<file path="src/rtl/syn_md_rx_pkg.sv">
// Shared definitions for the syn_md sync-pulse link: FSM encoding and default pulse limits.
package syn_md_rx_pkg;

  typedef enum logic [1:0] {
    ST_IDLE = 2'd0,
    ST_HIGH = 2'd1,
    ST_LOW  = 2'd2
  } state_t;

  localparam int unsigned DEF_FILT_LEN = 4;
  localparam int unsigned DEF_WID_W    = 16;
  localparam int unsigned DEF_PER_W    = 24;
  localparam int unsigned DEF_MIN_W    = 8;
  localparam int unsigned DEF_MAX_W    = 200;
  localparam int unsigned DEF_TOL      = 16;
  localparam int unsigned DEF_LOCK_N   = 3;
  localparam int unsigned DEF_TIMEOUT  = 10000000;

endpackage

</file>
<file path="src/rtl/syn_md_deglitch.sv">
// Two-flop synchroniser plus level filter; emits filtered level and one-cycle rise/fall strobes.
module syn_md_deglitch #(
  parameter int unsigned FILT_LEN = 4
) (
  input  logic clk,
  input  logic rst,
  input  logic din,
  output logic level,
  output logic rise,
  output logic fall
);

  localparam int unsigned CNT_W = (FILT_LEN > 1) ? $clog2(FILT_LEN) : 1;

  logic             sync1;
  logic             sync2;
  logic [CNT_W-1:0] cnt;

  // A new level is accepted once it has differed from the current one for FILT_LEN cycles.
  always_ff @(posedge clk) begin
    if (rst) begin
      sync1 <= 1'b0;
      sync2 <= 1'b0;
      level <= 1'b0;
      rise  <= 1'b0;
      fall  <= 1'b0;
      cnt   <= '0;
    end else begin
      sync1 <= din;
      sync2 <= sync1;
      rise  <= 1'b0;
      fall  <= 1'b0;
      if (sync2 == level) begin
        cnt <= '0;
      end else if (cnt == CNT_W'(FILT_LEN - 1)) begin
        level <= sync2;
        rise  <= sync2;
        fall  <= ~sync2;
        cnt   <= '0;
      end else begin
        cnt <= cnt + 1'b1;
      end
    end
  end

endmodule

</file>
<file path="src/rtl/syn_md_rx.sv">
// Receive side of the syn_md sync pulse: width/period measurement, validation, lock and error tracking.
module syn_md_rx
  import syn_md_rx_pkg::*;
#(
  parameter int unsigned FILT_LEN = DEF_FILT_LEN,
  parameter int unsigned WID_W    = DEF_WID_W,
  parameter int unsigned PER_W    = DEF_PER_W,
  parameter int unsigned MIN_W    = DEF_MIN_W,
  parameter int unsigned MAX_W    = DEF_MAX_W,
  parameter int unsigned TOL      = DEF_TOL,
  parameter int unsigned LOCK_N   = DEF_LOCK_N,
  parameter int unsigned TIMEOUT  = DEF_TIMEOUT
) (
  input  logic             clkin,
  input  logic             rst,
  input  logic             syn_md_in,
  input  logic             clr_err,
  output logic             syn_md_tick,
  output logic [WID_W-1:0] width_out,
  output logic [PER_W-1:0] period_out,
  output logic             period_vld,
  output logic             locked,
  output logic             bad_pulse,
  output logic             err_width,
  output logic             err_timeout
);

  localparam int unsigned LCK_W = $clog2(LOCK_N + 1);

  state_t             state;
  logic [WID_W-1:0]   wid_cnt;
  logic [PER_W-1:0]   per_cnt;
  logic [PER_W-1:0]   prev_per;
  logic               have_prev;
  logic [LCK_W-1:0]   lock_cnt;
  logic               lvl;
  logic               rise;
  logic               fall;
  logic [PER_W:0]     per_diff;
  logic [PER_W:0]     per_abs;
  logic               per_match;
  logic [LCK_W-1:0]   lock_inc;

  syn_md_deglitch #(.FILT_LEN(FILT_LEN)) u_deglitch (
    .clk   (clkin),
    .rst   (rst),
    .din   (syn_md_in),
    .level (lvl),
    .rise  (rise),
    .fall  (fall)
  );

  // Period match against the previous period, one bit wider so the difference cannot underflow.
  always_comb begin
    per_diff  = {1'b0, per_cnt} - {1'b0, prev_per};
    per_abs   = per_diff[PER_W] ? -per_diff : per_diff;
    per_match = have_prev && (per_abs <= (PER_W+1)'(TOL));
    lock_inc  = (lock_cnt == LCK_W'(LOCK_N)) ? lock_cnt : lock_cnt + 1'b1;
  end

  always_ff @(posedge clkin) begin
    if (rst) begin
      state       <= ST_IDLE;
      wid_cnt     <= '0;
      per_cnt     <= '0;
      prev_per    <= '0;
      have_prev   <= 1'b0;
      lock_cnt    <= '0;
      syn_md_tick <= 1'b0;
      width_out   <= '0;
      period_out  <= '0;
      period_vld  <= 1'b0;
      locked      <= 1'b0;
      bad_pulse   <= 1'b0;
      err_width   <= 1'b0;
      err_timeout <= 1'b0;
    end else begin
      syn_md_tick <= 1'b0;
      period_vld  <= 1'b0;
      bad_pulse   <= 1'b0;
      // Clear first so an error raised below in the same cycle keeps its flag set.
      if (clr_err) begin
        err_width   <= 1'b0;
        err_timeout <= 1'b0;
      end
      case (state)
        ST_IDLE: begin
          if (rise) begin
            state     <= ST_HIGH;
            wid_cnt   <= WID_W'(1);
            per_cnt   <= PER_W'(1);
            have_prev <= 1'b0;
          end
        end
        ST_HIGH: begin
          if (fall && wid_cnt >= WID_W'(MIN_W) && wid_cnt <= WID_W'(MAX_W)) begin
            state       <= ST_LOW;
            syn_md_tick <= 1'b1;
            width_out   <= wid_cnt;
            per_cnt     <= per_cnt + 1'b1;
          end else if (fall || (lvl && wid_cnt == WID_W'(MAX_W))) begin
            state     <= ST_IDLE;
            bad_pulse <= 1'b1;
            err_width <= 1'b1;
            lock_cnt  <= '0;
            locked    <= 1'b0;
            have_prev <= 1'b0;
          end else if (per_cnt == PER_W'(TIMEOUT - 1)) begin
            state       <= ST_IDLE;
            err_timeout <= 1'b1;
            lock_cnt    <= '0;
            locked      <= 1'b0;
          end else begin
            wid_cnt <= wid_cnt + 1'b1;
            per_cnt <= per_cnt + 1'b1;
          end
        end
        ST_LOW: begin
          if (rise) begin
            state      <= ST_HIGH;
            period_out <= per_cnt;
            period_vld <= 1'b1;
            lock_cnt   <= per_match ? lock_inc : '0;
            locked     <= per_match && (lock_inc == LCK_W'(LOCK_N));
            prev_per   <= per_cnt;
            have_prev  <= 1'b1;
            wid_cnt    <= WID_W'(1);
            per_cnt    <= PER_W'(1);
          end else if (per_cnt == PER_W'(TIMEOUT - 1)) begin
            state       <= ST_IDLE;
            err_timeout <= 1'b1;
            lock_cnt    <= '0;
            locked      <= 1'b0;
          end else begin
            per_cnt <= per_cnt + 1'b1;
          end
        end
        default: state <= ST_IDLE;
      endcase
    end
  end

endmodule

</file>
<file path="config.mk">
export PLATFORM = sky130hd
export DESIGN_NAME = syn_md_rx
export DESIGN_NICKNAME = d
export VERILOG_FILES = /design/src/rtl/syn_md_rx_pkg.sv /design/src/rtl/syn_md_deglitch.sv /design/src/rtl/syn_md_rx.sv
export SDC_FILE = /design/constraint.sdc
export NUM_CORES = 1
export LEC_CHECK = 0
export BUFFER_PORTS_ARGS = -buffer_cell sky130_fd_sc_hd__clkbuf_2
export CAP_MARGIN = 5
export CORE_MARGIN = 1.5
export CORE_UTILIZATION = 55
export CTS_BUF_LIST = sky130_fd_sc_hd__clkbuf_4 sky130_fd_sc_hd__clkbuf_8
export DETAILED_ROUTE_END_ITERATION = 7
export PLACE_DENSITY = 0.74
export SYNTH_ARGS = -nofsm -noshare
export SYNTH_HDL_FRONTEND = slang
export SYNTH_SLANG_ARGS = --single-unit
</file>
<file path="constraint.sdc">
create_clock -name clkin -period 3.9 [get_ports clkin]
set_input_delay 1.17 -clock clkin [delete_from_list [all_inputs] [get_ports clkin]]
set_output_delay 1.17 -clock clkin [all_outputs]
set_load 0.05 [all_outputs]
</file>
==> metrics.cfg <==
[sta]
final_min_period_over_clock_period = 0.970
hold_slack_ps = 429
totalNegativeSetupSlack_ps = 0
setup_viol_count_final = 0
timing.final.max_slew_violations = 0
final_hold_viol_count = 0
period_needed_ps = 3780
tightest_slew_ps = 1170
clock-skew-final_ps = 17.9
timing.max_slew.rel_slack = 0.221
maxClockFrequency_ghz = 0.264

[layout]
syn_to_final_growth_pct = 12.6
nets = 970
register_area_um2 = 1960
fillers = 1115
antennaDiodeCount = 0
multi_input_comb_area_um2 = 4560
layout-drive-gt1-share = 0.187

[setup_path]
cp_data_arrival_time_ps = 4110
timing.critical_path.fanout_max = 4
crit_path_start_kind = register
timing.critical_path.cells = inv_1, ha_1, fa_2, nor2b_1, o2111a_1, o21ai_1, nand4b_1, and2_1, a31oi_4, and3_1, a2111oi_0, o311ai_1, nor4_4, nand4_1, a22oi_1
critical_path_max_stage_delay_ps = 450
worst_setup_path_end_kind = register
timing.critical_path.slowest_stage_cell = sky130_fd_sc_hd__a2111oi_0
worstReg2RegStart = per_cnt[0]
critical_path_class = register to register
timing.critical_path.from = per_cnt[0]
crit_required_ps = 4230

[clock_tree]
ctsRootBufferMaster = sky130_fd_sc_hd__clkbuf_8
postCtsHoldBufs = 0
clock_transition_at_the_register_clock_pins_on_the_worst_setup_and_hold_paths_after_cts_ps = 110
clock_latency_ps = 390
cts_sinks = 98
cts-htree-levels = 3
clockBufferDepth = 2
cts_buffers = 9
tritoncts = built

[global_routing]
grt_overflow_total = 0
maximum_number_of_pins_on_one_net_before_global_route_repair = 71
global_route_wire_length_before_repair_mm = 29.9
groute.usage.overall = 0.289
first_global_vias = 6131
antenna_found_initial = 0

[routing]
avgViaCountPerCell = 6.08
routed_wl_mm = 18.4
post-route-drc-count = 0
routedWlPerCell_um = 16.9
drtIter0Drc = 611
drt.antenna.violating_nets = 0
dr.pass1.iters = 5
vias = 6601

[place]
post-dp-hpwl_mm = 13.9
io_buffer_count = 49
gp_routability_congestion = 0.894

[floorplan]
initial_utilization = 0.562
floorplan.io_pins = 50
placement_rows = 40
die_area_um2 = 13000
fp.dieW_um = 114
die_height_um = 114
core_area_um2 = 12000

[run]
cap_violations = 0

[power_and_ir_drop]
worst_ir_drop_vdd_v = 0.000248
power_density_nw_per_um2 = 221
leakage_power_total_uw = 0.00311

[logic_synthesis]
postSynthCellCount = 871
syn_area_cell_um2 = 7.75
yosys-top-cells-area = sky130_fd_sc_hd__dfxtp_1, sky130_fd_sc_hd__a21oi_1, sky130_fd_sc_hd__nand2_1
yosysTopAreaCell = sky130_fd_sc_hd__dfxtp_1
synth_enable_flop_cells = 0
ys_ff_latch = 98
post_synth_num_cell_types = 95
synth_largest_type_area_fraction = 0.290
netlist_top_cells_count = sky130_fd_sc_hd__nand2_1, sky130_fd_sc_hd__a21oi_1, sky130_fd_sc_hd__dfxtp_1, sky130_fd_sc_hd__nor2_1, sky130_fd_sc_hd__inv_1
synthArstFlopShare = 0
post_synth_instance_area_um2 = 6750
yosysSeqAreaShare = 0.290
syn_nets = 908
postSynth.topFlopCell = sky130_fd_sc_hd__dfxtp_1
yosys.cell_count.top_type = sky130_fd_sc_hd__nand2_1
synth.yosys.warnings = 0

[worst_hold_path]
worst_hold_check_path_type = register to register
worstHoldStart = u_deglitch.cnt[0]

[run_status]
status = finished, final reports clean

==> cells by family (layout without fill, tap and decap cells) <==
group,after synthesis,count (layout),synth area share
buffers and inverters,81,148,0.0506
xor gates and xnor gates,27,27,0.0361
and+or+nand+nor,365,365,0.280
adders and majority gates,33,33,0.0622
DFF,98,98,0.290
AOI/OAI and AO/OA,253,253,0.258
muxes,14,14,0.0217
==> flip-flops by register name (all words and copies together) (netlist names) <==
name,count
state,2
u_deglitch.sync1,1
locked,1
bad_pulse,1
u_deglitch.level,1
have_prev,1
per_cnt,24
u_deglitch.sync2,1
err_width,1
u_deglitch.cnt,2
period_vld,1
err_timeout,1
wid_cnt,16
syn_md_tick,1
prev_per,24
u_deglitch.rise,1
lock_cnt,2
u_deglitch.fall,1
width_out,16
==> through the flow <==
step | total power, uW | setup WS [ps] | cells | utilization | instance area, um2
final | 1680 | 118 | 1085 | 0.633 | 7600
after CTS | 1690 | 69.0 | 1083 | 0.623 | 7480
after floorplan | 1040 | 243 | 871 | - | 6750
after global routing | 1730 | -52.4 | 1085 | 0.633 | 7600
after global placement | 1050 | 195 | 1067 | 0.607 | 7290
after detailed placement | 1050 | 138 | 1067 | 0.607 | 7290
==> layout by cell type, fill, tap and decap left out, drive strengths merged, types with 4 or more instances in the layout <==
cell type,netlist,layout
or2,6,6
xor2,14,14
or3,10,10
a211o,4,4
nor2b,11,11
nor3,30,30
a21oi,107,107
mux2i,12,12
buf,9,41
and2,15,15
a31oi,11,11
clkbuf,30,59
xnor2,13,13
a41oi,9,9
nor4bb,4,4
a21boi,8,8
or4,8,8
nand4,19,19
and3,14,14
o211ai,10,10
nand3,14,14
nand2b,12,12
a211oi,6,6
o21ai,45,45
ha,32,32
nand2,117,117
a22oi,5,5
o311ai,4,4
a21o,7,7
dfxtp,98,98
nor2,82,82
inv,42,44
o21bai,6,6
nor4,8,8
==> critical path: cells and delay by family (launching register included) <==
family          cells  cell delay, ps
compound gates      6            1470
simple gates        6            1270
fa+ha+maj           2             560
flops               1             350
buf+inv             1              60
==> where the power goes <==
part / switching (uW) / internal, uW
Clock: 396 / 256
Combinational: 18.5 / 5.00
Sequential: 0.927 / 1000
==> metal layers <==
layer / vias up / global-route usage / wire length [um]
met1: 3097 / 0.379 / 8290
met5: - / 0 / 0
met4: 0 / 0.108 / 463
met2: 190 / 0.485 / 8720
met3: 40 / 0.0393 / 887
li1: 3274 / - / -
==> worst paths after layout <==
| kind | to | cells past startpoint | slack (ps) |
|---|---|---|---|
| hold / removal | u_deglitch.cnt[0] | 1 | 430 |
| hold reg to reg | u_deglitch.cnt[0] | 1 | 430 |
| setup / recovery | lock_cnt[0] | 15 | 120 |
| setup reg to reg | lock_cnt[0] | 15 | 120 |
==> area by class of cell <==
type	count	share of cell area
timing repair buffer	90	0.0727
clock inverter	6	0.00642
tap	147	0.0242
multi-input combinational	692	0.600
clock buffer	10	0.0181
sequential	98	0.258
inverter	42	0.0207
==> timing repair <==
| item | in CTS | in global routing |
|---|---|---|
| resized for setup | 0 | 22 |
| setup endpoints to repair | 0 | 3 |
| setup buffers | 0 | 2 |
Power figures use the tool's default switching activity.
